`config.mk`:
```
export PLATFORM = sky130hd
export DESIGN_NAME = present_effects
export DESIGN_NICKNAME = d
export VERILOG_FILES = /design/src/rtl/present_pkg.sv /design/src/rtl/effect_timer.sv /design/src/rtl/present_effects.sv
export SDC_FILE = /design/constraint.sdc
export NUM_CORES = 1
export LEC_CHECK = 0
export ABC_AREA = 1
export BUFFER_PORTS_ARGS = -buffer_cell sky130_fd_sc_hd__buf_4
export CAP_MARGIN = 20
export CORE_AREA = 5 5 57 59
export CTS_CLUSTER_DIAMETER = 50
export DETAILED_ROUTE_END_ITERATION = 16
export DIE_AREA = 0 0 62 64
export PLACE_DENSITY = 0.73
export SLEW_MARGIN = 40
export SYNTH_ARGS = -nofsm -noshare
export SYNTH_HDL_FRONTEND = slang
export SYNTH_SLANG_ARGS = --single-unit
```
`constraint.sdc`:
```
create_clock -name clk -period 1.9 [get_ports clk]
set_input_delay 0.095 -clock clk [delete_from_list [all_inputs] [get_ports clk]]
set_output_delay 0.095 -clock clk [all_outputs]
set_load 0.03 [all_outputs]
```
`src/rtl/present_pkg.sv`:
```
// Shared types and default constants for the present-effects block.
package present_pkg;
  typedef enum logic [1:0] {
    P_LIFE   = 2'd0,
    P_ROPE   = 2'd1,
    P_FREEZE = 2'd2,
    P_SHIELD = 2'd3
  } present_t;

  typedef enum logic {
    T_IDLE   = 1'b0,
    T_ACTIVE = 1'b1
  } timer_state_t;

  localparam int LIVES_W         = 3;
  localparam int CNT_W           = 4;
  localparam int DEF_INIT_LIVES  = 3;
  localparam int DEF_MAX_LIVES   = 5;
  localparam int DEF_ROPE_TIME   = 8;
  localparam int DEF_FREEZE_TIME = 5;
  localparam int DEF_SHIELD_TIME = 6;
endpackage

```
`src/rtl/effect_timer.sv`:
```
// Seconds countdown for one timed effect: load restarts the full duration,
// clear forces IDLE and has priority over load and the second tick.
module effect_timer
  import present_pkg::*;
#(
  parameter int DURATION = DEF_ROPE_TIME
) (
  input  logic             clk,
  input  logic             resetN,
  input  logic             load,
  input  logic             secClk,
  input  logic             clear,
  output logic             active,
  output logic [CNT_W-1:0] count
);
  localparam logic [CNT_W-1:0] LOAD_VAL = CNT_W'(DURATION);

  timer_state_t     state, state_next;
  logic [CNT_W-1:0] count_next;

  always_ff @(posedge clk or negedge resetN) begin
    if (!resetN) begin
      state <= T_IDLE;
      count <= '0;
    end else begin
      state <= state_next;
      count <= count_next;
    end
  end

  always_comb begin
    state_next = state;
    count_next = count;
    if (clear) begin
      state_next = T_IDLE;
      count_next = '0;
    end else if (load) begin
      state_next = T_ACTIVE;
      count_next = LOAD_VAL;
    end else if (state == T_ACTIVE && secClk) begin
      if (count == CNT_W'(1)) begin
        state_next = T_IDLE;
        count_next = '0;
      end else begin
        count_next = count - CNT_W'(1);
      end
    end
  end

  assign active = (state == T_ACTIVE);
endmodule

```
`src/rtl/present_effects.sv`:
```
// Present collection effects: lives bookkeeping, game over, and timed effects.
// Macro PRESENT_SHIELD_EN enables the shield; otherwise type 3 pulses scoreBonus.
module present_effects
  import present_pkg::*;
#(
  parameter int INIT_LIVES  = DEF_INIT_LIVES,
  parameter int MAX_LIVES   = DEF_MAX_LIVES,
  parameter int ROPE_TIME   = DEF_ROPE_TIME,
  parameter int FREEZE_TIME = DEF_FREEZE_TIME,
  parameter int SHIELD_TIME = DEF_SHIELD_TIME
) (
  input  logic               clk,
  input  logic               resetN,
  input  logic               secClk,
  input  logic               gameRestart,
  input  logic               col_present,
  input  logic [1:0]         present_type,
  input  logic               playerHit,
  output logic [LIVES_W-1:0] lives,
  output logic               gameOver,
  output logic               ropeDouble,
  output logic               freezeBalls,
  output logic               shieldActive,
  output logic               scoreBonus
);
`ifdef PRESENT_SHIELD_EN
  localparam bit SHIELD_EN = 1'b1;
`else
  localparam bit SHIELD_EN = 1'b0;
`endif

  localparam logic [LIVES_W-1:0] INIT_L = LIVES_W'(INIT_LIVES);
  localparam logic [LIVES_W-1:0] MAX_L  = LIVES_W'(MAX_LIVES);

  logic               col_prev;
  logic               collect, life_ev, hit_dec, shield_absorb;
  logic               clear_all, bonus_next;
  logic [LIVES_W-1:0] lives_next;
  logic [2:0]         load, clear, active, fx;
  logic [CNT_W-1:0]   count [3];

  assign collect       = col_present && !col_prev && !gameOver;
  assign life_ev       = collect && (present_type == P_LIFE);
  assign shield_absorb = playerHit && shieldActive;
  assign hit_dec       = playerHit && !shieldActive && !gameOver;
  assign bonus_next    = !SHIELD_EN && collect && (present_type == P_SHIELD) && !gameRestart;

  // Simultaneous +1 and -1 cancel, which also covers the MAX_LIVES case.
  always_comb begin
    lives_next = lives;
    if (gameRestart)
      lives_next = INIT_L;
    else if (life_ev && !hit_dec)
      lives_next = (lives >= MAX_L) ? MAX_L : lives + LIVES_W'(1);
    else if (hit_dec && !life_ev && lives != '0)
      lives_next = lives - LIVES_W'(1);
  end

  // Timers go idle in the same cycle gameOver rises.
  assign clear_all = gameRestart || (lives_next == '0);

  always_ff @(posedge clk or negedge resetN) begin
    if (!resetN) begin
      col_prev   <= 1'b0;
      lives      <= INIT_L;
      gameOver   <= 1'b0;
      scoreBonus <= 1'b0;
    end else begin
      col_prev   <= gameRestart ? 1'b0 : col_present;
      lives      <= lives_next;
      gameOver   <= (lives_next == '0);
      scoreBonus <= bonus_next;
    end
  end

  genvar gi;
  generate
    for (gi = 0; gi < 3; gi++) begin : gen_timer
      localparam int DUR = (gi == 0) ? ROPE_TIME : (gi == 1) ? FREEZE_TIME : SHIELD_TIME;
      assign load[gi]  = collect && (present_type == 2'(gi + 1)) && ((gi != 2) || SHIELD_EN);
      assign clear[gi] = clear_all || ((gi == 2) && shield_absorb);
      effect_timer #(.DURATION(DUR)) u_timer (
        .clk    (clk),
        .resetN (resetN),
        .load   (load[gi]),
        .secClk (secClk),
        .clear  (clear[gi]),
        .active (active[gi]),
        .count  (count[gi])
      );
      // ACTIVE always carries a nonzero count.
      assign fx[gi] = active[gi] && (count[gi] != '0);
    end
  endgenerate

  assign ropeDouble   = fx[0];
  assign freezeBalls  = fx[1];
  assign shieldActive = fx[2] && SHIELD_EN;
endmodule

```
# Yosys cells after proc, flatten, opt, wreduce, memory -nomap -nowiden

Cells that the tools add are included.

Bits in registers: 16
Input port bits: 8
Logic and storage cells: 71

Add/subtract/negate cells: 4
Order comparisons: 1
Eq/ne operators: 5
Mux-type cells: 21
Reductions and logical operators: 32

Operator list:

| kind                  | number |
|---|---|
| $mux W4               | 8 |
| $logic_and A1 B1 Y1   | 15 |
| $reduce_bool A3 Y1    | 5 |
| $mux W3               | 4 |
| $mux W1               | 9 |
| $eq A4 B1 Y1 const B  | 2 |
| $reduce_bool A4 Y1    | 2 |
| $sub A4 B1 Y4 const B | 2 |
| $logic_not A1 Y1      | 5 |
| $eq A2 B2 Y1 const B  | 2 |
| $reduce_and A2 Y1     | 2 |
| $add A3 B1 Y3 const B | 1 |
| $ge A3 B3 Y1 const B  | 1 |
| $logic_not A3 Y1      | 1 |
| $sub A3 B1 Y3 const B | 1 |
| $eq A2 B1 Y1 const B  | 1 |
| $logic_not A2 Y1      | 1 |
| $logic_or A1 B1 Y1    | 1 |

# Depth between registers and ports, before layout

Depth in word-level cells: 14
Gate-level depth with buffers: 16
Depth with buffers taken out: 15

# By module

Synthesis repeated with hierarchy kept, for this count alone.

Cells, all modules: 148
Area, all modules: 1166.1 um^2

By module, submodules not included:

| module                              | times used | cells an instance | area each (um^2) | sequential area each (um^2) |
|---|---|---|---|---|
| present_effects                     | 1          | 69                | 543.0            | 152.6 |
| effect_timer (gen_timer[1].u_timer) | 1          | 41                | 314.1            | 125.1 |
| effect_timer (gen_timer[0].u_timer) | 1          | 38                | 309.0            | 125.1 |

# Worst setup path before layout

No wires, ideal clock.

Path type: register to register
From: reg lives[0]
To: reg gen_timer[1].u_timer.count[2]
Data arrival time: 1.966 ns
Data required time: 1.776 ns
Path slack: -0.190 ns
Cell stages (with the launch flop): 16
Path buffers: 1
Period minus slack after synthesis: 2.090 ns
Cell sequence: dfstp_2 inv_1 ha_1 inv_1 nor2_4 nor2_4 nand2_2 nand3_1 nand2_1 nor2_4 nand3_4 nand2_1 inv_2 buf_6 nand3_1 nand3_1

Word-level cells in the longest chain between the ends: 8

RTL lines:

| what                                                                  | line                  | text |
|---|---|---|
| start: declaration                                                    | present_effects.sv:19 | `output logic [LIVES_W-1:0] lives,` |
| start signal: assignment                                              | present_effects.sv:70 | `lives <= lives_next;` |
| branches (longest 3 deep; another with $sub A3 B1 Y3)                 | n/a                   |  |
| $mux W3 *                                                             | present_effects.sv:53 | `else if (life_ev && !hit_dec)` |
| $mux W3 *                                                             | present_effects.sv:51 | `if (gameRestart)` |
| $logic_not A3 Y1 *                                                    | present_effects.sv:60 | `assign clear_all = gameRestart \|\| (lives_next == '0);` |
| $logic_or A1 B1 Y1 *                                                  | present_effects.sv:60 |  |
| $reduce_bool A3 Y1 (no source line) / $mux W4 (equally long branches) | n/a                   |  |
| end signal: assignment                                                | effect_timer.sv:27    | `count <= count_next;` |
| end: declaration                                                      | effect_timer.sv:14    | `output logic [CNT_W-1:0] count` |

Every way passes the cells marked *.
A chain may end at the register's enable or synchronous reset.

# Worst setup path in the final report

From: reg lives[0]
To: reg gen_timer[1].u_timer.count[0]

Same word-level chain as after synthesis.

==> metrics.md <==
| Metric | Value |
|---|---|
| Port Buffers | 14 |
| Worst path depth | 14 |
| TritonRoute pass-1 iters | 4 |
| Setup ws final | -43.2 ps |
| Critical path class | reg2reg |
| Worst hold path stage count | 3 |
| Hold Path Sink | col_prev |
| Fillers | 253 |
| Yosys reg bits | 16 |
| Ys flop type | dfrtp_1 |
| CTS tree | built |
| Worst r2r src | lives[0] |
| Global-route usage over all layers | 0.131 |
| Critical Path RT | 2090 ps |
| Yosys warns | 0 |
| Tmin final | 1940 ps |
| Status | finished, violations left |
| Vias | 1036 |
| Mapped Nets | 173 |
| Post-Syn Area | 1190 µm² |
| Asr flop ratio synth | 1.00 |
| Placed cell areas | 1350 µm² |
| WHS | 58.0 ps |
| RSZ-0062 raised after global routing | yes |
| 1st-iter DRT viols | 46 |
| Fin area | 1450 µm² |
| Post-layout util | 0.545 |
| Die X-Extent | 62 µm |
| Hold WC Path Type | in2reg |
| Nets | 197 |
| DR vias/cell | 4.93 |
| Hold wc startpoint | col_present |
| Worst VDD drop | 479 µV |
| Die height | 64 µm |
| Cell breakdown of the critical path | inv_2, ha_4, inv_2, nor2_4, nor2_4, nand2_2, nand2_1, nand2_1, nand2_2, nor2_4, nand3_4, nand4_1, nand3_1, nand2_1 |
| Vias in the first global route | 986 |
| Synthesized area per cell | 7.60 µm² |
| FP Rows | 19 |
| Post-Syn Instances | 156 |
| CP Buf/Inv Count | 2 |
| Clock transition at the registers of the reported paths | 100 ps |
| Clock tree root buffer cell | clkbuf_4 |
| CP max stage delay | 550 ps |
| PwrDens | 704 nW/µm² |
| Sink Count | 16 |
| Max-cap violation count | 0 |
| Crit path max-delay family | simple AND/OR/NAND/NOR gates |
| Fin. Hold Viols | 0 |
| Reg2reg end | gen_timer[1].u_timer.count[0] |
| I/O Pins | 16 |
| GP Congestion | 0.874 |
| Leakage dissipation | 0.769 nW |
| Worst R2R Path Depth | 14 |
| Post-synth EDFFs | 0 |
| Starting Density | 0.445 |
| Initial antenna violation count | 0 |
| Total power draw | 1.02 mW |
| Area grow syn2layout | 22.4% |
| Diodes inserted | 0 |
| Total gr overflow | 0 |
| Avg WL per Cell | 11.5 µm |
| DRC Markers | 0 |
| Max Slew Vio Count | 0 |
| Total core area | 2660 µm² |
| CP endpoint kind | register |
| Die footprint | 3970 µm² |
| CP arrival | 2140 ps |
| CTS Buffer Depth | 2 |
| R2r setup slk | -40 ps |
| Period utilisation layout | 1.02 |
| Setup-failing EPs final | 6 |
| Crit-path slowest cell | dfstp_2 |
| Cts bufs inserted | 3 |
| First-pass GRT wire length | 4070 µm |
| Netlist cell types | 27 |
| Post-synthesis sequential area ratio | 0.340 |
| Proportion of layout cells with a drive suffix above 1 | 0.291 |
| Fmax | 0.515 GHz |
| Largest net degree at the start of global routing | 17 |
| Hpwl dp | 1840 µm |
| Max H-tree Level | 1 |
| Failing checks | setup timing |
| Post-route ant nets | 0 |
| CP startpoint kind | register |
| WL final | 2410 µm |
| Clk Latency, worst-skew pair | 290 ps |
| Fin Clk Skew | 2.80 ps |
| CP max FO | 7 |
cells by family (layout without fill, tap and decap cells):
group / Yosys count / in the layout / synth area share
simple gates: 77 / 77 / 0.340
buf+inv: 35 / 58 / 0.127
flops: 16 / 16 / 0.340
compound gates: 13 / 13 / 0.0591
fa+ha+maj: 9 / 9 / 0.0949
xor+xnor: 5 / 5 / 0.0369
other cells: 1 / 1 / 0.00316
per-stage QoR:
stage          TNS (ps)  cells  setup WS, ps
6_report           -143    210         -43.2
5_1_grt           -1330    210          -191
4_1_cts           -2.91    210         -2.91
3_5_place_dp       -309    201         -69.5
3_3_place_gp      -30.9    201         -24.3
2_1_floorplan      -872    156          -101
flip-flops by register name, indices dropped and copies added (netlist names):
signal / flops
col_prev: 1
gameOver: 1
gen_timer.u_timer.active: 2
gen_timer.u_timer.count: 8
lives: 3
scoreBonus: 1
repair_timing:
item,4_1_cts,5_1_grt
endpoints found under the setup margin,10,10
setup buffers,3,0
gates resized for setup,5,3
hold endpoints to repair,18,0
hold buffers,2,0
pin swaps,9,5
area by class of cell:
cell class | instances | area [µm²] | share of cell area
timing repair buffer | 22 | 170 | 0.117
tap | 31 | 38.8 | 0.0267
clock buffer | 4 | 36.3 | 0.0250
sequential | 16 | 403 | 0.278
inverter | 32 | 125 | 0.0862
multi-input combinational | 105 | 678 | 0.467
cells in the final DEF, fill, tap and decap left out, drive strengths merged:
| cell type | netlist | final |
|---|---|---|
| dfstp | 2 | 2 |
| a31oi | 2 | 2 |
| conb | 1 | 1 |
| o21ai | 8 | 8 |
| nor2 | 14 | 14 |
| a21oi | 2 | 2 |
| dlygate4sd3 | 0 | 2 |
| nand2 | 31 | 31 |
| nor4 | 1 | 1 |
| inv | 32 | 32 |
| dfrtp | 14 | 14 |
| nand3 | 23 | 23 |
| ha | 9 | 9 |
| xnor2 | 3 | 3 |
| xor2 | 2 | 2 |
| nor3 | 5 | 5 |
| clkbuf | 0 | 4 |
| o21a | 1 | 1 |
| nand4 | 3 | 3 |
| buf | 3 | 20 |
where the power goes:
part / switching [mW] / internal, mW / total [mW] / leakage, nW
logic: 0.221 / 0.151 / 0.372 / 0.538
clock network: 0.117 / 0.117 / 0.234 / 0.0210
registers: 0.0352 / 0.380 / 0.415 / 0.210
worst reg2reg max path: stages (launching register included):
cell     delay (ps)
dfstp_2         550
inv_2            60
ha_4            150
inv_2            60
nor2_4           40
nor2_4          150
nand2_2          90
nand2_1          80
nand2_1          70
nand2_2          80
nor2_4           50
nand3_4         110
nand4_1         180
nand3_1         130
nand2_1          60
worst max path at each step:
stage	slack (ps)	from	endpoint
2_1_floorplan	-100	lives[0]	gen_timer[1].u_timer.count[2]
3_3_place_gp	-20	lives[1]	gen_timer[0].u_timer.active
3_5_place_dp	-70	lives[0]	gen_timer[0].u_timer.active
4_1_cts	-3	lives[0]	gen_timer[1].u_timer.count[3]
5_1_grt	-190	lives[1]	gen_timer[1].u_timer.count[3]
6_report	-40	lives[0]	gen_timer[1].u_timer.count[0]
synth_stat cells, types with 3 or more instances:
master,number,area share
o21ai_1,6,0.025
nor2_4,5,0.047
nand3_1,21,0.089
xnor2_1,3,0.022
inv_1,30,0.095
nand2_1,29,0.092
ha_1,9,0.095
nor3_1,5,0.021
dfrtp_1,14,0.30
nor2_1,8,0.025
per-layer routing:
layer,part of all wire,global-route usage,vias to the layer above
met1,0.46,0.177,482
li1,-,-,534
met3,0.036,0.0201,4
met5,0,0,-
met4,0.010,0.0451,0
met2,0.49,0.207,16
(Power assumes the default switching activity.)
